<file path="src/rtl/vscale_alu_ovf_monitor_pkg.sv">
// Shared constants for the vscale ALU overflow monitor: opcodes, event indices,
// register addresses and reset values.
package vscale_alu_ovf_monitor_pkg;

   localparam int ALU_OP_W = 4;
   localparam logic [ALU_OP_W-1:0] ALU_OP_ADD = 4'd0;
   localparam logic [ALU_OP_W-1:0] ALU_OP_SUB = 4'd10;

   localparam int N_EV = 4;

   typedef enum logic [1:0] {
      EV_SADD = 2'd0,
      EV_UADD = 2'd1,
      EV_SSUB = 2'd2,
      EV_USUB = 2'd3
   } ev_idx_e;

   localparam logic [2:0] REG_FLAGS = 3'd4;
   localparam logic [2:0] REG_MASK  = 3'd5;

   localparam logic [N_EV-1:0] MASK_RST = 4'hF;

endpackage

</file>
<file path="src/rtl/vscale_sat_counter.sv">
// Saturating up-counter with a load port; load takes priority over increment.
module vscale_sat_counter #(
   parameter int CNT_W = 16
) (
   input  logic             clk,
   input  logic             reset,
   input  logic             inc,
   input  logic             load,
   input  logic [CNT_W-1:0] load_data,
   output logic [CNT_W-1:0] value
);

   logic [CNT_W-1:0] value_q;
   logic [CNT_W-1:0] value_d;

   always_comb begin
      value_d = value_q;
      if (load) begin
         value_d = load_data;
      end else if (inc && (value_q != {CNT_W{1'b1}})) begin
         value_d = value_q + CNT_W'(1);
      end
   end

   always_ff @(posedge clk) begin
      if (reset) begin
         value_q <= '0;
      end else begin
         value_q <= value_d;
      end
   end

   assign value = value_q;

endmodule

</file>
<file path="src/rtl/vscale_alu_ovf_monitor.sv">
// Classifies retiring ADD/SUB results into overflow events and keeps per-event
// saturating counters, sticky flags, an enable mask and a threshold interrupt.
module vscale_alu_ovf_monitor
   import vscale_alu_ovf_monitor_pkg::*;
#(
   parameter int XLEN   = 32,
   parameter int CNT_W  = 16,
   parameter int THRESH = 2**CNT_W - 1
) (
   input  logic                clk,
   input  logic                reset,
   input  logic                alu_valid,
   input  logic [ALU_OP_W-1:0] alu_op,
   input  logic [XLEN-1:0]     alu_in1,
   input  logic [XLEN-1:0]     alu_in2,
   input  logic [XLEN-1:0]     alu_out,
   input  logic                rd_en,
   input  logic [2:0]          rd_addr,
   output logic [CNT_W-1:0]    rd_data,
   output logic                rd_valid,
   input  logic                wr_en,
   input  logic [2:0]          wr_addr,
   input  logic [CNT_W-1:0]    wr_data,
   output logic                irq
);

   localparam int MSB = XLEN - 1;
   localparam logic [CNT_W-1:0] THRESH_C = CNT_W'(THRESH);

   logic [N_EV-1:0]  ev_q,    ev_d;
   logic [N_EV-1:0]  flags_q, flags_d;
   logic [N_EV-1:0]  mask_q,  mask_d;
   logic             irq_q,   irq_d;
   logic [CNT_W-1:0] rd_data_q, rd_data_d;
   logic             rd_valid_q, rd_valid_d;
   logic [CNT_W-1:0] cnt [N_EV];

   logic is_add, is_sub;

   always_comb begin
      is_add = alu_valid && (alu_op == ALU_OP_ADD);
      is_sub = alu_valid && (alu_op == ALU_OP_SUB);
      ev_d = '0;
      ev_d[EV_SADD] = is_add && (alu_in1[MSB] == alu_in2[MSB]) && (alu_out[MSB] != alu_in1[MSB]);
      ev_d[EV_UADD] = is_add && (alu_out < alu_in1);
      ev_d[EV_SSUB] = is_sub && (alu_in1[MSB] != alu_in2[MSB]) && (alu_out[MSB] != alu_in1[MSB]);
      ev_d[EV_USUB] = is_sub && (alu_in1 < alu_in2);
   end

   // Counters only see events whose mask bit is set; a register write to the
   // same counter overrides the increment inside the counter.
   for (genvar i = 0; i < N_EV; i++) begin : g_cnt
      vscale_sat_counter #(
         .CNT_W(CNT_W)
      ) u_cnt (
         .clk       (clk),
         .reset     (reset),
         .inc       (ev_q[i] & mask_q[i]),
         .load      (wr_en && (wr_addr == 3'(i))),
         .load_data (wr_data),
         .value     (cnt[i])
      );
   end

   always_comb begin
      flags_d = flags_q;
      mask_d  = mask_q;
      if (wr_en && (wr_addr == REG_FLAGS)) begin
         flags_d = flags_q & ~wr_data[N_EV-1:0];
      end
      if (wr_en && (wr_addr == REG_MASK)) begin
         mask_d = wr_data[N_EV-1:0];
      end
      // New events are OR'd in after the clear so a colliding W1C cannot drop them.
      flags_d = flags_d | ev_q;
   end

   always_comb begin
      irq_d = 1'b0;
      for (int i = 0; i < N_EV; i++) begin
         if (mask_q[i] && (cnt[i] >= THRESH_C)) begin
            irq_d = 1'b1;
         end
      end
   end

   always_comb begin
      rd_valid_d = rd_en;
      rd_data_d  = '0;
      if (rd_en) begin
         if (!rd_addr[2]) begin
            rd_data_d = cnt[rd_addr[1:0]];
         end else if (rd_addr == REG_FLAGS) begin
            rd_data_d = CNT_W'(flags_q);
         end else if (rd_addr == REG_MASK) begin
            rd_data_d = CNT_W'(mask_q);
         end
      end
   end

   always_ff @(posedge clk) begin
      if (reset) begin
         ev_q       <= '0;
         flags_q    <= '0;
         mask_q     <= MASK_RST;
         irq_q      <= 1'b0;
         rd_data_q  <= '0;
         rd_valid_q <= 1'b0;
      end else begin
         ev_q       <= ev_d;
         flags_q    <= flags_d;
         mask_q     <= mask_d;
         irq_q      <= irq_d;
         rd_data_q  <= rd_data_d;
         rd_valid_q <= rd_valid_d;
      end
   end

   assign rd_data  = rd_data_q;
   assign rd_valid = rd_valid_q;
   assign irq      = irq_q;

endmodule

</file>
<file path="config.mk">
export PLATFORM = sky130hd
export DESIGN_NAME = vscale_alu_ovf_monitor
export DESIGN_NICKNAME = d
export VERILOG_FILES = /design/src/rtl/vscale_alu_ovf_monitor_pkg.sv /design/src/rtl/vscale_sat_counter.sv /design/src/rtl/vscale_alu_ovf_monitor.sv
export SDC_FILE = /design/constraint.sdc
export NUM_CORES = 1
export LEC_CHECK = 0
export ABC_CLOCK_PERIOD_IN_PS = 5100
export CAP_MARGIN = 5
export CELL_PAD_IN_SITES_DETAIL_PLACEMENT = 0
export CELL_PAD_IN_SITES_GLOBAL_PLACEMENT = 1
export CORE_MARGIN = 2
export CORE_UTILIZATION = 43
export CTS_BUF_LIST = sky130_fd_sc_hd__clkbuf_2 sky130_fd_sc_hd__clkbuf_4 sky130_fd_sc_hd__clkbuf_8
export CTS_CLUSTER_DIAMETER = 120
export DETAILED_ROUTE_END_ITERATION = 8
export GPL_ROUTABILITY_DRIVEN = 0
export GPL_TIMING_DRIVEN = 0
export PLACE_DENSITY = 0.94
export SLEW_MARGIN = 40
export SYNTH_ARGS = -nofsm -noshare
export SYNTH_HDL_FRONTEND = slang
export SYNTH_SLANG_ARGS = --single-unit
</file>
<file path="constraint.sdc">
create_clock -name clk -period 5.1 [get_ports clk]
set_input_delay 0.51 -clock clk [delete_from_list [all_inputs] [get_ports clk]]
set_output_delay 0.51 -clock clk [all_outputs]
set_load 0.01 [all_outputs]
</file>
; ---- Word level (Yosys, flattened, before mapping)
; Index checks and enable logic that the tools add are counted.
[word_totals]
ff_bits = 94
wordCells = 93
[classes]
n_addsub = 4
n_lt_le_gt_ge = 7
eq_ne = 15
muxes = 19
bitwise_logic = 9
reduce_logical = 29
[op_table]
columns = cell, count
row1 = $mux 16, 11
row2 = $add 16x1->16 const B, 4
row3 = $ge 16x16->1 const B, 4
row4 = $lt 32x32->1, 2
row5 = $ne 16x16->1 const B, 4
row6 = $bmux 16 s2, 1
row7 = $logic_and 1x1->1, 22
row8 = $eq 3x3->1 const B, 4
row9 = $mux 4, 3
row10 = $reduce_bool 2->1, 4
row11 = $eq 3x2->1 const B, 2
row12 = $and 1x1->1, 4
row13 = $and 4x4->4, 1
row14 = $eq 4x4->1 const B, 1
row15 = $logic_not 4->1, 1
row16 = $mux 1, 4
row17 = $not 4->4, 1
row18 = $or 4x4->4, 1
row19 = $eq 3x1->1 const B, 1
row20 = $ge 3x3->1 const B, 1
row21 = $logic_not 3->1, 1
row22 = $not 2->3, 1
row23 = $ne 1x1->1, 2
row24 = $reduce_or 2->1, 1
row25 = other kinds (2), 2

; ---- Depth between registers and ports, before layout
; Gate-level depths: netlist of the first run.
[logic_depth]
depth_word = 6
depth_mapped = 7

; ---- Modules after synthesis
; A second synthesis of the first run with hierarchy kept.
[hier_totals]
hier_cells = 865
hier_area_um2 = 7138.1
[by_module_without_submodules]
columns = module, n_inst, cells_per_inst, area_per_inst_um2
row1 = vscale_sat_counter, 4, 123, 996.0
row2 = vscale_alu_ovf_monitor, 1, 373, 3154.3

; ---- Least setup slack after synthesis of the first run
; Ideal clock, no wire load.
[synth_timing]
path_kind = register -> register
start = reg g_cnt[2].u_cnt.value_q[0]
end = reg g_cnt[2].u_cnt.value_q[14]
arrival_ns = 1.697
setup_slack_ns = 3.313
path_stages_with_launch = 7
path_buffers = 1
period_less_slack_ns = 1.787
cell_sequence = dfxtp_1 ha_1 nand3_2 or2_1 buf_2 or4_1 a311oi_1
[synth_via]
elab_chain_len = 3
[synth_rtl]
columns = item, line_no
row1 = from (decl), vscale_sat_counter.sv:13  ; logic [CNT_W-1:0] value_q;
row2 = from (signal assigned), vscale_sat_counter.sv:29  ; value_q <= value_d;
row3 = $add 16x1->16 / $ne 16x16->1 (equally long branches), "vscale_sat_counter.sv:21, vscale_sat_counter.sv:20"
row4 = $mux 16 / $logic_and 1x1->1 (equally long branches), vscale_sat_counter.sv:20  ; end else if (inc && (value_q != {CNT_W{1'b1}})) begin
row5 = $mux 16 / $reduce_bool 2->1 (equally long branches), n/a
; Parallel ways exist; a longest one is shown, timed or not. The select of a mux whose other input is x is not followed.
; A chain may end at the register's enable or synchronous reset.

; ---- Worst setup path after layout of the first run
[layout_timing]
start = in wr_en
end = reg g_cnt[1].u_cnt.value_q[6]
[layout_via]
elab_chain_len = 2
[layout_rtl]
columns = item, line_no
row1 = from (decl), vscale_alu_ovf_monitor.sv:21  ; input logic wr_en,
row2 = $logic_and 1x1->1 *, vscale_alu_ovf_monitor.sv:59  ; .load (wr_en && (wr_addr == 3'(i))),
row3 = $mux 16 / $reduce_bool 2->1 (equally long branches), n/a
row4 = to (signal assigned), vscale_sat_counter.sv:29
row5 = to (decl), vscale_sat_counter.sv:13
; Mark *: on every way between the ends. The rest lies on a longest branch, timed or not.

==> impl_metrics.prom, run 1 <==
# TYPE chip_impl_metric gauge
chip_impl_metric{name="worst_skew_pair.late_latency",unit="ns"} 0.39
chip_impl_metric{name="setup_viol",unit=""} 0
chip_impl_metric{name="dp_hpwl",unit="mm"} 16.3
chip_impl_info{name="worst_hold_startpoint",value="flags_q[3]"} 1
chip_impl_metric{name="drt_iter0_markers",unit=""} 540
chip_impl_metric{name="final_hold_viol_count",unit=""} 0
chip_impl_metric{name="cellPowerDensity",unit="nW/um2"} 193
chip_impl_info{name="critPathCaptureType",value="register"} 1
chip_impl_metric{name="seq_area_frac_synth",unit="%"} 27.6
chip_impl_info{name="tritoncts_clock_tree",value="done"} 1
chip_impl_metric{name="total_wire_length_after_detailed_routing",unit="mm"} 20.0
chip_impl_metric{name="route.detailed.wl_per_inst",unit="um"} 17.1
chip_impl_metric{name="slew_violations",unit=""} 0
chip_impl_metric{name="total_number_of_yosys_warnings",unit=""} 0
chip_impl_metric{name="cts.repair_timing.setup_buffer_count",unit=""} 0
chip_impl_metric{name="critPathRequiredTime",unit="ns"} 5.42
chip_impl_info{name="crit_type",value="primary input to register"} 1
chip_impl_info{name="mostFrequentLayoutCell",value="sky130_fd_sc_hd__clkdlybuf4s50_1"} 1
chip_impl_metric{name="p_total",unit="mW"} 1.68
chip_impl_metric{name="sinks_on_clock_net",unit=""} 94
chip_impl_metric{name="worstPathArrival",unit="ns"} 2.58
chip_impl_metric{name="post_synthesis_mean_instance_area",unit="um2"} 8.50
chip_impl_metric{name="cts-buffers-inserted",unit=""} 9
chip_impl_metric{name="ctsLongestPathBuffers",unit=""} 2
chip_impl_metric{name="grt_max_degree",unit=""} 16
chip_impl_metric{name="syn-cell-area",unit="um2"} 6810
chip_impl_metric{name="globalRouteTotalUtil",unit="%"} 25.0
chip_impl_metric{name="maxCapViolCount",unit=""} 0
chip_impl_metric{name="syn-instance-count",unit=""} 801
chip_impl_metric{name="skew",unit="ns"} 0.0111
chip_impl_metric{name="route.detailed.vias_per_inst",unit=""} 5.62
chip_impl_metric{name="final_area",unit="um2"} 8710
chip_impl_metric{name="slew-limit-headroom",unit="%"} 49.7
chip_impl_info{name="r2r-start",value="g_cnt[1].u_cnt.value[0]"} 1
chip_impl_metric{name="synth_cell_type_count",unit=""} 66
chip_impl_metric{name="power_leakage",unit="nW"} 3.37
chip_impl_metric{name="min_period_over_period",unit="%"} 44.4
chip_impl_metric{name="drt_first_pass_iters",unit=""} 5
chip_impl_metric{name="chipWidth",unit="um"} 130
chip_impl_info{name="worstSetupStartpoint",value="wr_en"} 1
chip_impl_metric{name="area_growth_syn_to_layout",unit="%"} 28.0
chip_impl_metric{name="count_of_flip_flops_with_a_built_in_enable_after_synthesis",unit=""} 0
chip_impl_metric{name="via_count_of_the_first_global_routing_pass",unit=""} 6335
chip_impl_metric{name="cts.htree.levels",unit=""} 3
chip_impl_metric{name="placementRows",unit=""} 45
chip_impl_metric{name="io_buffers",unit=""} 141
chip_impl_info{name="dominantRegCellSynth",value="sky130_fd_sc_hd__dfxtp_1"} 1
chip_impl_info{name="hold_path_class",value="register to register"} 1
chip_impl_metric{name="reg_clk_slew_reported_paths",unit="ns"} 0.09
chip_impl_metric{name="place_inst",unit=""} 1153
chip_impl_metric{name="antennaDiodeCount",unit=""} 0
chip_impl_metric{name="syn_nets",unit=""} 994
chip_impl_info{name="final_cell_mix",value="141 x sky130_fd_sc_hd__clkdlybuf4s50_1, 97 x sky130_fd_sc_hd__nor2_1, 94 x sky130_fd_sc_hd__dfxtp_1"} 1
chip_impl_info{name="status",value="finished, final reports clean"} 1
chip_impl_metric{name="asyncSetResetFlopFracSynth",unit="%"} 0
chip_impl_info{name="rsz_0062_raised_after_global_routing",value="false"} 1
chip_impl_metric{name="achievable-frequency",unit="GHz"} 0.442
chip_impl_metric{name="irDropWorstVdd",unit="mV"} 0.122
chip_impl_metric{name="share_of_final_layout_standard_cells_stronger_than_drive_strength_1",unit="%"} 7.10
chip_impl_metric{name="final_period_minus_worst_setup_slack",unit="ns"} 2.26
chip_impl_metric{name="post_cts_resize_count",unit=""} 0
chip_impl_metric{name="core-area",unit="um2"} 15300
chip_impl_metric{name="fin_tns_setup",unit="ns"} 0
chip_impl_metric{name="die_h",unit="um"} 130
chip_impl_metric{name="final_net_count",unit=""} 1146
chip_impl_metric{name="number_of_antenna_violations_at_the_first_check_in_global_routing",unit=""} 0
chip_impl_metric{name="finish.cell_count_without_fillers",unit=""} 1169
chip_impl_info{name="clock-root-buffer",value="sky130_fd_sc_hd__clkbuf_8"} 1
chip_impl_info{name="critPathLaunchType",value="primary input"} 1
chip_impl_metric{name="via_count",unit=""} 6567
chip_impl_metric{name="detail_route.drc_violations",unit=""} 0
chip_impl_metric{name="global_route_wire_length_before_repair",unit="mm"} 32.7
chip_impl_metric{name="pin_count",unit=""} 145
chip_impl_metric{name="dpl-instance-area",unit="um2"} 8480
chip_impl_metric{name="cp_max_fo",unit=""} 10
chip_impl_metric{name="fp.dieArea",unit="um2"} 16900
chip_impl_metric{name="tightest_slew",unit="ns"} 0.755
chip_impl_metric{name="hold_slack",unit="ns"} 0.497
chip_impl_metric{name="postCtsHoldBufs",unit=""} 0
chip_impl_metric{name="postRouteAntennaNets",unit=""} 0
chip_impl_metric{name="globalRouteOverflowTotal",unit=""} 0
chip_impl_metric{name="initial_core_util",unit="%"} 44.4
chip_impl_metric{name="synth_seq_cells",unit=""} 94
## cell families (layout without fill, tap and decap cells)
family          after synthesis  count (layout)  share of synthesized area, %
fa+ha+maj                    66              66                          12.1
buf+inv                     108             265                          6.10
flops                        94              94                          27.6
compound gates              161             161                          17.2
mux                          31              31                          7.52
simple gates                297             297                          23.8
xor+xnor                     44              44                          5.66
## cells in the mapped netlist, types with 3 or more instances
| cell type | instances | share of area (%) |
|---|---|---|
| sky130_fd_sc_hd__a2111oi_0 | 3 | 0.39 |
| sky130_fd_sc_hd__a2111oi_2 | 4 | 0.88 |
| sky130_fd_sc_hd__a211o_1 | 4 | 0.51 |
| sky130_fd_sc_hd__a211oi_1 | 58 | 6.4 |
| sky130_fd_sc_hd__a21o_1 | 6 | 0.66 |
| sky130_fd_sc_hd__a21oi_1 | 30 | 2.2 |
| sky130_fd_sc_hd__a221oi_1 | 5 | 0.64 |
| sky130_fd_sc_hd__a311oi_1 | 4 | 0.51 |
| sky130_fd_sc_hd__a31oi_1 | 3 | 0.28 |
| sky130_fd_sc_hd__and2_1 | 7 | 0.64 |
| sky130_fd_sc_hd__and3_1 | 8 | 0.74 |
| sky130_fd_sc_hd__and4_1 | 12 | 1.5 |
| sky130_fd_sc_hd__buf_2 | 5 | 0.37 |
| sky130_fd_sc_hd__clkbuf_1 | 29 | 1.6 |
| sky130_fd_sc_hd__dfxtp_1 | 94 | 28 |
| sky130_fd_sc_hd__ha_1 | 66 | 12 |
| sky130_fd_sc_hd__inv_1 | 72 | 4.0 |
| sky130_fd_sc_hd__mux2i_1 | 14 | 2.1 |
| sky130_fd_sc_hd__mux4_2 | 16 | 5.3 |
| sky130_fd_sc_hd__nand2_1 | 50 | 2.8 |
| sky130_fd_sc_hd__nand2b_1 | 8 | 0.74 |
| sky130_fd_sc_hd__nand3_1 | 29 | 2.1 |
| sky130_fd_sc_hd__nand4_1 | 18 | 1.7 |
| sky130_fd_sc_hd__nor2_1 | 97 | 5.3 |
| sky130_fd_sc_hd__nor2b_1 | 14 | 1.3 |
| sky130_fd_sc_hd__nor3_1 | 14 | 1.0 |
| sky130_fd_sc_hd__nor3_2 | 4 | 0.59 |
| sky130_fd_sc_hd__nor4_1 | 7 | 0.64 |
| sky130_fd_sc_hd__nor4_2 | 4 | 0.74 |
| sky130_fd_sc_hd__o2111ai_1 | 6 | 0.77 |
| sky130_fd_sc_hd__o211ai_1 | 7 | 0.77 |
| sky130_fd_sc_hd__o21a_1 | 4 | 0.44 |
| sky130_fd_sc_hd__o21ai_0 | 11 | 0.81 |
| sky130_fd_sc_hd__o21ai_1 | 3 | 0.22 |
| sky130_fd_sc_hd__or2_1 | 3 | 0.28 |
| sky130_fd_sc_hd__xnor2_1 | 29 | 3.7 |
| sky130_fd_sc_hd__xor2_1 | 15 | 1.9 |
## sequential cells by signal (all words and copies together) (netlist names)
name,flops
ev_q,4
flags_q,4
g_cnt.u_cnt.value,64
irq,1
mask_q,4
rd_data,16
rd_valid,1
## critical path, cell delays in order
cell and delay, ns:
sky130_fd_sc_hd__clkdlybuf4s50_1 0.44, sky130_fd_sc_hd__nor2b_1 0.20, sky130_fd_sc_hd__nand2_1 0.16, sky130_fd_sc_hd__clkbuf_1 0.42, sky130_fd_sc_hd__clkbuf_1 0.47, sky130_fd_sc_hd__o221ai_1 0.22
sky130_fd_sc_hd__a21oi_1 0.17
## final timing paths
path	end	slack, ns	depth (start not counted)
min	flags_q[3]	0.50	2
max reg2reg	g_cnt[1].u_cnt.value[15]	3.00	6
max	g_cnt[1].u_cnt.value[6]	2.84	7
min reg2reg	flags_q[3]	0.50	2
## metal layers
metal,vias to the layer above,GRT usage [%],wire [um]
met4,0,8.67,638
met2,295,41.4,9240
met3,39,7.30,1840
met1,3005,31.3,8330
met5,-,0,0
li1,3228,-,-
## power by group
| part | internal (mW) | switching [mW] |
|---|---|---|
| logic | 0.177 | 0.144 |
| registers | 0.755 | 0.0314 |
| clock network | 0.303 | 0.275 |
| total | 1.23 | 0.450 |
## through the flow
stage                     setup WS (ns)  utilization, %
final                              2.84            56.9
after global routing               2.69            56.9
after CTS                          2.87            56.9
after detailed placement           2.46            55.4
after global placement             2.53            55.4
after floorplan                    3.31               -
## area by class of cell
type | count | area, um2
buffer | 36 | 145
sequential | 94 | 1880
multi-input combinational | 599 | 4510
timing repair buffer | 141 | 1410
inverter | 72 | 270
tap | 211 | 264
clock inverter | 5 | 81.3
fill | 1429 | 6600
clock buffer | 11 | 151
(Power assumes the default switching activity.)
==> inputs of run 2 (changes only) <==
--- a/config.mk
+++ b/config.mk
@@ -5,18 +5,18 @@
 export SDC_FILE = /design/constraint.sdc
 export NUM_CORES = 1
 export LEC_CHECK = 0
-export ABC_CLOCK_PERIOD_IN_PS = 5100
+export ABC_CLOCK_PERIOD_IN_PS = 2400
 export CAP_MARGIN = 5
 export CELL_PAD_IN_SITES_DETAIL_PLACEMENT = 0
 export CELL_PAD_IN_SITES_GLOBAL_PLACEMENT = 1
 export CORE_MARGIN = 2
-export CORE_UTILIZATION = 43
+export CORE_UTILIZATION = 40
 export CTS_BUF_LIST = sky130_fd_sc_hd__clkbuf_2 sky130_fd_sc_hd__clkbuf_4 sky130_fd_sc_hd__clkbuf_8
 export CTS_CLUSTER_DIAMETER = 120
 export DETAILED_ROUTE_END_ITERATION = 8
 export GPL_ROUTABILITY_DRIVEN = 0
 export GPL_TIMING_DRIVEN = 0
-export PLACE_DENSITY = 0.94
+export PLACE_DENSITY = 0.89
 export SLEW_MARGIN = 40
 export SYNTH_ARGS = -nofsm -noshare
 export SYNTH_HDL_FRONTEND = slang
==> constraint.sdc (replaced) <==
create_clock -name clk -period 2.4 [get_ports clk]
set_input_delay 0.24 -clock clk [delete_from_list [all_inputs] [get_ports clk]]
set_output_delay 0.24 -clock clk [all_outputs]
set_load 0.01 [all_outputs]
==> impl_metrics.prom, run 2 (synthesis gave the netlist of run 1 again) <==
# TYPE chip_impl_metric gauge
chip_impl_metric{name="place_inst",unit=""} 1162
chip_impl_info{name="tritoncts_clock_tree",value="done"} 1
chip_impl_metric{name="core-area",unit="um2"} 16600
chip_impl_metric{name="antennaDiodeCount",unit=""} 0
chip_impl_metric{name="irDropWorstVdd",unit="mV"} 0.223
chip_impl_metric{name="met3_wirelength",unit="mm"} 1.85
chip_impl_metric{name="area_growth_syn_to_layout",unit="%"} 27.6
chip_impl_metric{name="regToRegSetupSlack",unit="ns"} 0.21
chip_impl_metric{name="globalRouteTotalUtil",unit="%"} 23.6
chip_impl_metric{name="route.detailed.wl_per_inst",unit="um"} 17.5
chip_impl_metric{name="postCtsHoldBufs",unit=""} 0
chip_impl_info{name="dr.max_layer_used",value="met4"} 1
chip_impl_metric{name="globalRouteOverflowTotal",unit=""} 0
chip_impl_metric{name="die_h",unit="um"} 134
chip_impl_metric{name="global_route_wire_length_before_repair",unit="mm"} 33.2
chip_impl_metric{name="worstPathArrival",unit="ns"} 2.49
chip_impl_metric{name="postRouteAntennaNets",unit=""} 0
chip_impl_metric{name="routed_length_on_met2",unit="mm"} 9.44
chip_impl_metric{name="p_total",unit="mW"} 3.40
chip_impl_metric{name="dp_hpwl",unit="mm"} 16.9
chip_impl_metric{name="fp.dieArea",unit="um2"} 18100
chip_impl_info{name="crit_type",value="register to register"} 1
chip_impl_metric{name="drt_first_pass_iters",unit=""} 5
chip_impl_metric{name="largest_register_ff_count",unit=""} 64
chip_impl_metric{name="worst_skew_pair.late_latency",unit="ns"} 0.39
chip_impl_metric{name="power.combinational.fraction",unit="%"} 20.2
chip_impl_metric{name="hold_slack",unit="ns"} 0.296
chip_impl_metric{name="fin_tns_setup",unit="ns"} 0
chip_impl_metric{name="chipWidth",unit="um"} 134
chip_impl_metric{name="via_count",unit=""} 6586
chip_impl_metric{name="final_period_minus_worst_setup_slack",unit="ns"} 2.19
chip_impl_metric{name="critPathRequiredTime",unit="ns"} 2.70
chip_impl_metric{name="total_switching_power",unit="uW"} 975
chip_impl_info{name="clock-root-buffer",value="sky130_fd_sc_hd__clkbuf_8"} 1
chip_impl_metric{name="slew_violations",unit=""} 0
chip_impl_metric{name="final_hold_viol_count",unit=""} 0
chip_impl_info{name="final_cell_mix",value="141 x sky130_fd_sc_hd__clkdlybuf4s50_1, 97 x sky130_fd_sc_hd__nor2_1, 94 x sky130_fd_sc_hd__dfxtp_1"} 1
chip_impl_metric{name="placementRows",unit=""} 47
chip_impl_metric{name="switching_part_of_the_total_power",unit="%"} 28.6
chip_impl_metric{name="setup_viol",unit=""} 0
chip_impl_metric{name="skew",unit="ns"} 0.0129
chip_impl_metric{name="reg_clk_slew_reported_paths",unit="ns"} 0.09
chip_impl_metric{name="detail_route.drc_violations",unit=""} 0
chip_impl_metric{name="number_of_antenna_violations_at_the_first_check_in_global_routing",unit=""} 0
chip_impl_metric{name="tightest_slew",unit="ns"} 0.755
chip_impl_metric{name="slew-limit-headroom",unit="%"} 49.7
chip_impl_metric{name="power_leakage",unit="nW"} 3.35
chip_impl_metric{name="filler_instances",unit=""} 1626
chip_impl_metric{name="grt_max_degree",unit=""} 16
chip_impl_metric{name="share_of_final_layout_standard_cells_stronger_than_drive_strength_1",unit="%"} 7.10
chip_impl_metric{name="io_buffers",unit=""} 141
chip_impl_metric{name="finish.cell_count_without_fillers",unit=""} 1178
chip_impl_metric{name="final_net_count",unit=""} 1146
chip_impl_info{name="mostFrequentLayoutCell",value="sky130_fd_sc_hd__clkdlybuf4s50_1"} 1
chip_impl_metric{name="sinks_on_clock_net",unit=""} 94
chip_impl_metric{name="ctsLongestPathBuffers",unit=""} 2
chip_impl_metric{name="route.detailed.vias_per_inst",unit=""} 5.59
chip_impl_metric{name="post_cts_resize_count",unit=""} 0
chip_impl_info{name="rsz_0062_raised_after_global_routing",value="false"} 1
chip_impl_metric{name="met1_length",unit="mm"} 8.72
chip_impl_info{name="status",value="finished, final reports clean"} 1
chip_impl_info{name="hold_path_class",value="primary input to register"} 1
chip_impl_metric{name="pin_count",unit=""} 145
chip_impl_metric{name="total_wire_length_after_detailed_routing",unit="mm"} 20.6
chip_impl_metric{name="initial_core_util",unit="%"} 41.0
chip_impl_info{name="critPathLaunchType",value="register"} 1
chip_impl_metric{name="internal_power",unit="mW"} 2.43
chip_impl_metric{name="cts.htree.levels",unit=""} 3
chip_impl_metric{name="cts.repair_timing.setup_buffer_count",unit=""} 0
chip_impl_metric{name="share_seq_of_total_power",unit="%"} 49.1
chip_impl_info{name="critPathCaptureType",value="register"} 1
chip_impl_metric{name="cellPowerDensity",unit="nW/um2"} 392
chip_impl_metric{name="achievable-frequency",unit="GHz"} 0.457
chip_impl_metric{name="maxCapViolCount",unit=""} 0
chip_impl_metric{name="p_clk_share",unit="%"} 30.8
chip_impl_metric{name="via_count_of_the_first_global_routing_pass",unit=""} 6397
chip_impl_metric{name="cts-buffers-inserted",unit=""} 9
chip_impl_metric{name="drt_iter0_markers",unit=""} 456
chip_impl_metric{name="cp_max_fo",unit=""} 8
chip_impl_metric{name="min_period_over_period",unit="%"} 91.2
run 2: changes by cell type in the layout (fill, tap and decap cells not counted), sizes merged:
cell and delta:
bufinv -2, clkbuf +1, inv +1
run 2: worst paths after layout:
kind,start,endpoint,cells past startpoint
worst max-delay path,g_cnt[1].u_cnt.value[0],g_cnt[1].u_cnt.value[2],6
worst min-delay path,rd_addr[2],rd_data[2],3
worst max register to register,g_cnt[1].u_cnt.value[0],g_cnt[1].u_cnt.value[2],6
worst min register to register,flags_q[3],flags_q[3],2
run 2: per-layer routing:
layer	vias up	GRT usage, %
met3	36	5.63
met1	3019	29.7
li1	3225	-
met5	-	0
met4	0	8.19
met2	306	39.4
run 2: critical path, stage by stage, from the launching register on:
cell and delay, ns:
sky130_fd_sc_hd__dfxtp_1 0.44, sky130_fd_sc_hd__ha_1 0.23, sky130_fd_sc_hd__nand3_1 0.18, sky130_fd_sc_hd__nor2_1 0.50, sky130_fd_sc_hd__a21oi_1 0.29, sky130_fd_sc_hd__and4_1 0.27, sky130_fd_sc_hd__nor4_1 0.19
run 2: stage by stage:
stage	setup slack [ns]	cell area [um2]	utilization, %
floorplan	0.613	6810	-
global route	0.0443	8680	52.4
CTS	0.282	8680	52.4
global placement	0.0408	8490	51.2
detailed placement	0.0495	8490	51.2
finish	0.212	8680	52.4
run 2: area by class of cell:
cell class	instances	area, um2	share of cell area, %
repair buffers	141	1410	16.3
plain buffers	36	145	1.67
well taps	220	275	3.17
clock buffers	12	159	1.83
flip-flops and latches	94	1880	21.7
multi-input cells	599	4510	51.9
inverters	72	270	3.11
clock inverters	4	30.0	0.346
run 2: power groups by stage:
stage,Clock [mW],Sequential [mW],Combinational [mW]
6_report,1.05,1.67,0.686
5_1_grt,1.14,1.68,0.768
4_1_cts,1.06,1.67,0.690
3_5_place_dp,0,1.71,0.687
3_3_place_gp,0,1.70,0.675
2_1_floorplan,0,1.68,0.340
==> inputs of run 3 (changes only) <==
--- a/config.mk
+++ b/config.mk
@@ -13,6 +13,7 @@
 export CORE_UTILIZATION = 40
 export CTS_BUF_LIST = sky130_fd_sc_hd__clkbuf_2 sky130_fd_sc_hd__clkbuf_4 sky130_fd_sc_hd__clkbuf_8
 export CTS_CLUSTER_DIAMETER = 120
+export CTS_CLUSTER_SIZE = 20
 export DETAILED_ROUTE_END_ITERATION = 8
 export GPL_ROUTABILITY_DRIVEN = 0
 export GPL_TIMING_DRIVEN = 0
==> results of run 3 <==
Final layout, timing and power as in run 2 (identical DEF).
